**src/rtl/etx_arbiter_pkg.sv**
```systemverilog
// Shared definitions for the etx arbiter: requester indices, packet bit
// positions and small helpers used by the arbiter and its picker.
package etx_arbiter_pkg;

    // Requester index; also the bit position in the elig/grant vectors.
    typedef logic [1:0] req_idx_t;

    localparam req_idx_t RR = 2'd0;  // read response (write-class)
    localparam req_idx_t RD = 2'd1;  // read request  (read-class)
    localparam req_idx_t WR = 2'd2;  // write request (write-class)

    localparam int NREQ = 3;

    // Bit of an emesh packet that marks a write-class transaction.
    localparam int PKT_WRITE_BIT = 0;

    // Write-class requesters are the ones blocked by etx_wr_wait.
    function automatic logic is_write_class(input req_idx_t idx);
        return (idx != RD);
    endfunction

    // Round-robin successor in the order rr -> rd -> wr -> rr.
    function automatic req_idx_t next_idx(input req_idx_t idx);
        req_idx_t n;
        case (idx)
            RR:      n = RD;
            RD:      n = WR;
            default: n = RR;
        endcase
        return n;
    endfunction

    // One-hot vector for a requester index (out-of-range gives zero).
    function automatic logic [NREQ-1:0] onehot(input req_idx_t idx);
        logic [NREQ-1:0] v;
        case (idx)
            RR:      v = 3'b001;
            RD:      v = 3'b010;
            WR:      v = 3'b100;
            default: v = 3'b000;
        endcase
        return v;
    endfunction

endpackage

```
**src/rtl/rr_arbiter3.sv**
```systemverilog
// Three-input round-robin picker with a lock override. While lock is set
// and the owner is still eligible the owner keeps the grant; otherwise the
// search starts at the requester after 'last' and wraps, so 'last' itself
// is the lowest priority candidate. Purely combinational.
module rr_arbiter3
    import etx_arbiter_pkg::*;
(
    input  logic [NREQ-1:0] elig,
    input  req_idx_t        last,
    input  logic            lock,
    input  req_idx_t        owner,
    output logic [NREQ-1:0] grant
);

    req_idx_t w_first;
    req_idx_t w_second;
    logic     w_owner_elig;

    assign w_first      = next_idx(last);
    assign w_second     = next_idx(w_first);
    assign w_owner_elig = |(elig & onehot(owner));

    // Pick the lock owner if it may continue, else the first eligible in rotation.
    always_comb begin
        grant = '0;
        if (lock && w_owner_elig) begin
            grant = onehot(owner);
        end else if (|(elig & onehot(w_first))) begin
            grant = onehot(w_first);
        end else if (|(elig & onehot(w_second))) begin
            grant = onehot(w_second);
        end else if (|(elig & onehot(last))) begin
            grant = onehot(last);
        end
    end

endmodule

```
**src/rtl/etx_arbiter.sv**
```systemverilog
// Merges the txwr / txrd / txrr emesh streams into one registered
// etx_access/etx_packet channel in front of etx_protocol.
//
// Handshake: every requester follows emesh valid/wait. It presents access
// and packet and holds them while its wait is high; a transfer happens in
// any cycle with access=1 and wait=0. Downstream, the registered packet is
// taken in any cycle where etx_access=1 and the class wait selected by the
// packet's write bit is low.
//
// Write-class grants to the same requester are chained (up to BURST) so
// etx_protocol sees back-to-back writes and can form bursts.
module etx_arbiter
    import etx_arbiter_pkg::*;
#(
    parameter int PW    = 104,
    parameter int BURST = 16
)
(
    input  logic          clk,
    input  logic          reset,
    input  logic          tx_enable,
    input  logic          txwr_access,
    input  logic [PW-1:0] txwr_packet,
    output logic          txwr_wait,
    input  logic          txrd_access,
    input  logic [PW-1:0] txrd_packet,
    output logic          txrd_wait,
    input  logic          txrr_access,
    input  logic [PW-1:0] txrr_packet,
    output logic          txrr_wait,
    output logic          etx_access,
    output logic [PW-1:0] etx_packet,
    input  logic          etx_wr_wait,
    input  logic          etx_rd_wait
);

    localparam int             CW      = $clog2(BURST + 1);
    localparam logic [CW-1:0]  CNT_MAX = CW'(BURST);
    localparam logic [CW-1:0]  CNT_ONE = CW'(1);

    // Output register and arbitration state.
    logic            r_access;
    logic [PW-1:0]   r_packet;
    req_idx_t        r_last;
    logic [CW-1:0]   r_cnt;

    logic            w_accept;
    logic            w_load;
    logic [NREQ-1:0] w_elig;
    logic [NREQ-1:0] w_grant;
    logic            w_any_grant;
    logic            w_lock;
    req_idx_t        w_grant_idx;
    logic [PW-1:0]   w_grant_pkt;
    logic [CW-1:0]   w_cnt_next;

    // Downstream takes the registered packet when its class is not pushing back.
    assign w_accept = r_access &
                      ~(r_packet[PKT_WRITE_BIT] ? etx_wr_wait : etx_rd_wait);

    // The output register may be refilled when empty or being drained.
    assign w_load = ~r_access | w_accept;

    // Eligibility: requesting, enabled, and its class not blocked downstream.
    assign w_elig[RR] = txrr_access & tx_enable & ~etx_wr_wait;
    assign w_elig[RD] = txrd_access & tx_enable & ~etx_rd_wait;
    assign w_elig[WR] = txwr_access & tx_enable & ~etx_wr_wait;

    // The owner is the last granted requester; only write-class owners lock,
    // and a zero count means the chain was broken by an idle load.
    assign w_lock = is_write_class(r_last) & (r_cnt != '0) & (r_cnt < CNT_MAX);

    rr_arbiter3 u_rr_arbiter3 (
        .elig  (w_elig),
        .last  (r_last),
        .lock  (w_lock),
        .owner (r_last),
        .grant (w_grant)
    );

    assign w_any_grant = |w_grant;

    // Encode the one-hot grant and select the granted packet.
    always_comb begin
        w_grant_idx = RR;
        w_grant_pkt = txrr_packet;
        if (w_grant[RD]) begin
            w_grant_idx = RD;
            w_grant_pkt = txrd_packet;
        end else if (w_grant[WR]) begin
            w_grant_idx = WR;
            w_grant_pkt = txwr_packet;
        end
    end

    // A requester transfers only when its grant is actually captured;
    // reset forces every requester to stall.
    assign txrr_wait = reset | ~(w_load & w_grant[RR]);
    assign txrd_wait = reset | ~(w_load & w_grant[RD]);
    assign txwr_wait = reset | ~(w_load & w_grant[WR]);

    // Burst count: extend on a repeat write-class grant, restart on a new
    // owner, clear on a load with no grant. Saturates instead of wrapping.
    always_comb begin
        w_cnt_next = r_cnt;
        if (w_load) begin
            if (!w_any_grant) begin
                w_cnt_next = '0;
            end else if (is_write_class(w_grant_idx) && (w_grant_idx == r_last)) begin
                w_cnt_next = (r_cnt == CNT_MAX) ? r_cnt : (r_cnt + CNT_ONE);
            end else begin
                w_cnt_next = CNT_ONE;
            end
        end
    end

    // Output register, round-robin pointer and burst counter.
    always_ff @(posedge clk or posedge reset) begin
        if (reset) begin
            r_access <= 1'b0;
            r_packet <= '0;
            r_last   <= WR;
            r_cnt    <= '0;
        end else begin
            if (w_load) begin
                r_access <= w_any_grant;
                if (w_any_grant) begin
                    r_packet <= w_grant_pkt;
                    r_last   <= w_grant_idx;
                end
            end
            r_cnt <= w_cnt_next;
        end
    end

    assign etx_access = r_access;
    assign etx_packet = r_packet;

endmodule
```
**config.mk**
```make
export PLATFORM = sky130hd
export DESIGN_NAME = etx_arbiter
export DESIGN_NICKNAME = d
export VERILOG_FILES = /design/src/rtl/etx_arbiter_pkg.sv /design/src/rtl/rr_arbiter3.sv /design/src/rtl/etx_arbiter.sv
export SDC_FILE = /design/constraint.sdc
export NUM_CORES = 1
export LEC_CHECK = 0
export BUFFER_PORTS_ARGS = -buffer_cell sky130_fd_sc_hd__buf_2
export CAP_MARGIN = 20
export CORE_AREA = 2 2 166 168
export DETAILED_ROUTE_END_ITERATION = 12
export DIE_AREA = 0 0 168 170
export PLACE_DENSITY = 0.59
export SETUP_SLACK_MARGIN = 0.2
export SYNTH_ARGS = -nofsm -noshare
export SYNTH_HDL_FRONTEND = slang
export SYNTH_SLANG_ARGS = --single-unit
```
**constraint.sdc**
```tcl
create_clock -name clk -period 4 [get_ports clk]
set_input_delay 0.6 -clock clk [delete_from_list [all_inputs] [get_ports clk]]
set_output_delay 0.6 -clock clk [all_outputs]
set_load 0.005 [all_outputs]
```
# ---- Word level (Yosys, flattened, before mapping)
# Cells that the tools add are included.
# Widths: inputs -> output; s select.
dict set report totals {
  word_cells 80
  mem_bits_ro 0
  memories 0
  ram_bits 0
  regBits 112
  latch_bits 0
}
dict set report op_classes {
  mul 0
  shift 0
  n_div 0
  bitwise 27
  eq_ne 11
  addsub 1
  order_cmp 1
  n_mux 23
  n_reduce_logical 13
}
# operator n
set ops {}
lappend ops {{$mux 104} 2}
lappend ops {{$mux 3} 10}
lappend ops {{$pmux 3 s3} 3}
lappend ops {{$mux 5} 3}
lappend ops {{$reduce_or 3->1} 5}
lappend ops {{$and 1x1->1} 12}
lappend ops {{$and 3x3->3} 4}
lappend ops {{$pmux 2 s2} 2}
lappend ops {{$not 1->1} 7}
lappend ops {{$eq 2x1->1 const B} 3}
lappend ops {{$eq 2x2->1 const B} 3}
lappend ops {{$logic_not 2->1} 3}
lappend ops {{$add 5x1->5 const B} 1}
lappend ops {{$eq 5x5->1 const B} 1}
lappend ops {{$lt 5x5->1 const B} 1}
lappend ops {{$reduce_bool 5->1} 1}
lappend ops {{$mux 2} 2}
lappend ops {{$ne 2x1->1 const B} 2}
lappend ops {{$or 1x1->1} 4}
lappend ops {{$reduce_and 2->1} 2}
lappend ops {{$ne 3x3->1 const B} 1}
lappend ops {{$eq 2x2->1} 1}
lappend ops {{$logic_and 1x1->1} 2}
lappend ops {{$mux 1} 1}

# ---- Depth between registers and ports, before layout
dict set report depth {
  ltp_word 27
  mapped_depth 10
  mapped_depth_nobuf 7
}

# ---- Hierarchy
# Synthesis repeated with hierarchy kept, for this count alone.
dict set report hier_totals {
  cells_unflattened 765
  area_unflattened_um2 6407.4
}
# mod cells_each area_each_um2 instances seq_area_each_um2
set modules_own_cells {}
lappend modules_own_cells {etx_arbiter 746 6291.0 1 2803.9}
lappend modules_own_cells {rr_arbiter3 19 116.4 1 0.0}

# ---- Worst setup path before layout
# No wires, ideal clock.
dict set report synth_path {
  path_kind {reg2out}
  from {reg r_cnt[0]}
  to {out txwr_wait}
  path_buffers 2
  stages_incl_launch_ff 9
  setup_slack_ns 1.444
  arrival_time_ns 1.956
  path_cell_list {dfrtp_1 > inv_1 > ha_1 > or3b_4 > a221o_1 > a22o_1 > buf_2 > clkbuf_1 > nand2_1}
}
dict set report synth_via {
  elab_chain_cells 8
}
# item line_no
set synth_lines {}
lappend synth_lines {{from (decl)} etx_arbiter.sv:45} ;# logic [CW-1:0] r_cnt;
lappend synth_lines {{from (signal assigned)} etx_arbiter.sv:132} ;# r_cnt <= w_cnt_next;
lappend synth_lines {{parallel branches: the longest is 2 deep, another holds $lt 5x5->1} --}
lappend synth_lines {{$and 1x1->1 *} etx_arbiter.sv:71} ;# assign w_lock = is_write_class(r_last) & (r_cnt != '0) & (r_cnt < CNT_MAX);
lappend synth_lines {{$logic_and 1x1->1 *} rr_arbiter3.sv:26} ;# if (lock && w_owner_elig) begin
lappend synth_lines {{$mux 3 *} rr_arbiter3.sv:26}
lappend synth_lines {{$and 1x1->1 *} etx_arbiter.sv:100} ;# assign txwr_wait = reset | ~(w_load & w_grant[WR]);
lappend synth_lines {{$not 1->1 *} etx_arbiter.sv:100}
lappend synth_lines {{$or 1x1->1 *} etx_arbiter.sv:100}
lappend synth_lines {{to (decl)} etx_arbiter.sv:24} ;# output logic txwr_wait,
# Every way passes the cells marked *.

# ---- Final worst setup path
# Ends and elaborated chain as after synthesis.

==> results.cfg <==
[logic_synthesis]
ys.flop_type = dfrtp_1
yosysTopAreaCell = dfrtp_1
syn_area_mm2 = 0.006843
seq_area_frac_synth = 0.4098
synthTopCellsByArea = dfrtp_1 (41%), a221oi_1 (13%), o21ai_0 (12%), a21boi_0 (11%), nand2_1 (6.2%)
synth_seq_cells = 112
async_flop_share = 1.000
synth-warning-count = 0
syn-num-nets = 1126
postSynthAreaPerCell_um2 = 8.511
synth-edff-count = 0
synth_top_area_frac = 0.4059
yosysUniqueCellTypes = 46
postSynthCellCount = 804

[cells_and_area]
nFillCells = 2811
drive_gt1_frac = 0.4032
nNetsFinal = 1490
area_delta_synth_final_pct = 40.24
stdcell_count = 1516

[global_route]
grt_first_pass_wirelength_mm = 45.97
grt_pass1_vias = 8008
use_met1 = 0.2538
grt_usage = 0.2033
grt.busiest_layer = met2
grt_max_degree = 105
met3_usage = 0.04953
grt_overflow = 0
met2_usage = 0.3475
antenna_found_initial = 2

[worst_hold_path]
hp-class = in -> async

[routing]
drc = 0
postRouteWirelength_mm = 30.15
vias = 8086
drtPass1Iterations = 5
drtIter0Drc = 562
wl_per_cell_um = 19.89
via_per_inst = 5.334
ant_nets = 0

[power_and_ir_drop]
power.leakage_uw = 0.004494
clkPwrFrac = 0.198
switchingPower_uw = 1819
powerDensity_mw_per_mm2 = 486.1
switching_share = 0.3898
max-vdd-ir-drop_uv = 175.7
intPower_uw = 2846
combPwrFrac = 0.404
p_seq_frac = 0.398

[cts]
cts_max_level = 3
clkLatencyLatePin_ns = 0.36
cts_tree = yes
cts_buffers = 9
cts.repair.resized = 0
cts_setup_buffers = 0
root_buffer = clkbuf_16
cts.clk_slew.worst_paths_ns = 0.09
clockBufferDepth = 2
cts.sinks = 112
hold_buffers = 0

[setup_path]
start_kind = flip-flop
end_kind = output pin
cp_max_fo = 64
r2r-start = r_cnt[0]$_DFFE_PP0P_
r2r_slack_ns = 1.01
critical-path-slowest-cell = a22o_4
cp.required_ns = 3.40
critPathKind = reg -> out
cp_cell_sequence = inv_1, ha_1, or3b_4, a22oi_1, a22o_4, nand2_1, buf_2
crit_arrival_ns = 2.75
max_stage_delay_ns = 0.72
rr_worst_depth = 8
critPathLaunch = r_cnt[0]$_DFFE_PP0P_

[run_status]
status = finished clean

[floorplan]
start_util = 0.2568
dieArea_mm2 = 0.02856
die_x_um = 168
rows = 60
io_pins = 428
die_h_um = 170
core_mm2 = 0.02665

[placement]
io_buffers = 427
dp.final_hpwl_mm = 21.22
gp_congestion = 0.8936
placedCellCount = 1498

[timing]
worstMarginPinSlew_ns = 1.055
fin_crit_ns = 3.348
finalCritPeriodShare = 0.8371
fin_setup_tns_ns = 0
setup_viol = 0
relSlewSlack = 0.2937
fmax_ghz = 0.2987
drv_slew = 0
finClkSkew_ns = 0.01663
hold_viol = 0
rsz0062_at_grt = false

[run]
cap_violations = 0
[power groups by stage]
stage | registers [uW] | logic (uW) | clock network (uW)
2_1_floorplan | 1880 | 892 | 0
3_3_place_gp | 1870 | 1890 | 0
3_5_place_dp | 1870 | 1910 | 0
4_1_cts | 1860 | 1910 | 957
5_1_grt | 1920 | 2110 | 1000
6_report | 1860 | 1880 | 923
[worst max-delay path, delay by kind of cell (launching register included)]
family	cells	cell delay [ns]
flip-flops	1	0.42
AO/OA/AOI/OAI	2	1.06
adder cells (fa/ha/maj)	1	0.16
buffers and inverters	2	0.25
AND/OR/NAND/NOR	2	0.50
[worst paths after layout]
path / endpoint
hold reg to reg: etx_packet[57]$_DFFE_PP0P_
min in group clk: etx_packet[57]$_DFFE_PP0P_
hold / removal: etx_packet[51]$_DFFE_PP0P_
setup / recovery: txwr_wait
setup reg to reg: etx_packet[56]$_DFFE_PP0P_
max in group asynchronous: etx_packet[6]$_DFFE_PP0P_
[sequential cells by signal, indices dropped and copies added, names as in the netlist]
signal	cells
etx_packet	104
etx_access	1
r_cnt	5
r_last	2
[placed cells by master, fill, tap and decap left out, types with 6 or more instances in the layout]
cell and instances:
buf_2 427, clkbuf_16 9, o21ai_1 40, buf_12 6, o21ai_0 169, inv_1 6, nor2_1 8, a221oi_1 104
dfrtp_1 111, a21oi_1 6, a21boi_0 104, nand2_1 112, buf_4 12
[metal layers]
layer  share of wire  routed length (um)  up-vias
met5               0                   0        -
met4           0.024                 721        0
met3           0.082                2484       35
met2            0.48               14600      429
met1            0.41               12340     3853
li1                -                   -     3769
[per-stage QoR]
stage	hold WS, ns	util	power [uW]	setup WS [ns]	cell area [um^2]
floorplan	0.4733	-	2771	0.4427	6843
global placement	0.4558	0.3494	3758	0.9984	9313
detailed placement	0.4652	0.3494	3778	0.9320	9313
CTS	0.3595	0.3599	4721	0.6155	9592
global route	0.3859	0.3601	5031	0.4218	9597
finish	0.3483	0.3601	4665	0.6517	9597
[cell usage after synthesis (2+ instances only)]
library cell    n
o2111ai_1       2
and3b_1         3
a21boi_0      104
nand3b_1        2
o21ai_1        41
a22o_1          2
nand2_1       113
xor2_1          2
dfrtp_1       111
buf_2           3
nor2_1          9
clkbuf_1       84
nor4bb_1        2
o21ai_0       169
nand2b_1        3
ha_1            2
o211ai_1        3
o2111a_1        2
nand4_1         2
buf_6           5
inv_1           7
a221oi_1      104
a21oi_1         6
[cell families (layout without fill, tap and decap cells)]
logic type	after synthesis	after routing	synth area share
flip-flops	112	112	0.4098
XOR/XNOR	3	3	0.003841
adder cells (fa/ha/maj)	2	2	0.003656
AO/OA/AOI/OAI	443	443	0.4288
buffers and inverters	99	468	0.06034
AND/OR/NAND/NOR	143	143	0.09051
other	0	2	0
multiplexers	2	2	0.003108
[area by class of cell]
cell class,count,area (um^2),area share
clock buffer,10,229.0,0.02386
multi-input combinational,593,3706,0.3862
timing repair buffer,445,2347,0.2446
tap,341,426.7,0.04446
antenna,2,5.005,0.0005215
sequential,112,2804,0.2922
inverter,7,28.78,0.002999
clock inverter,6,50.05,0.005215
Power figures use the tool's default switching activity.
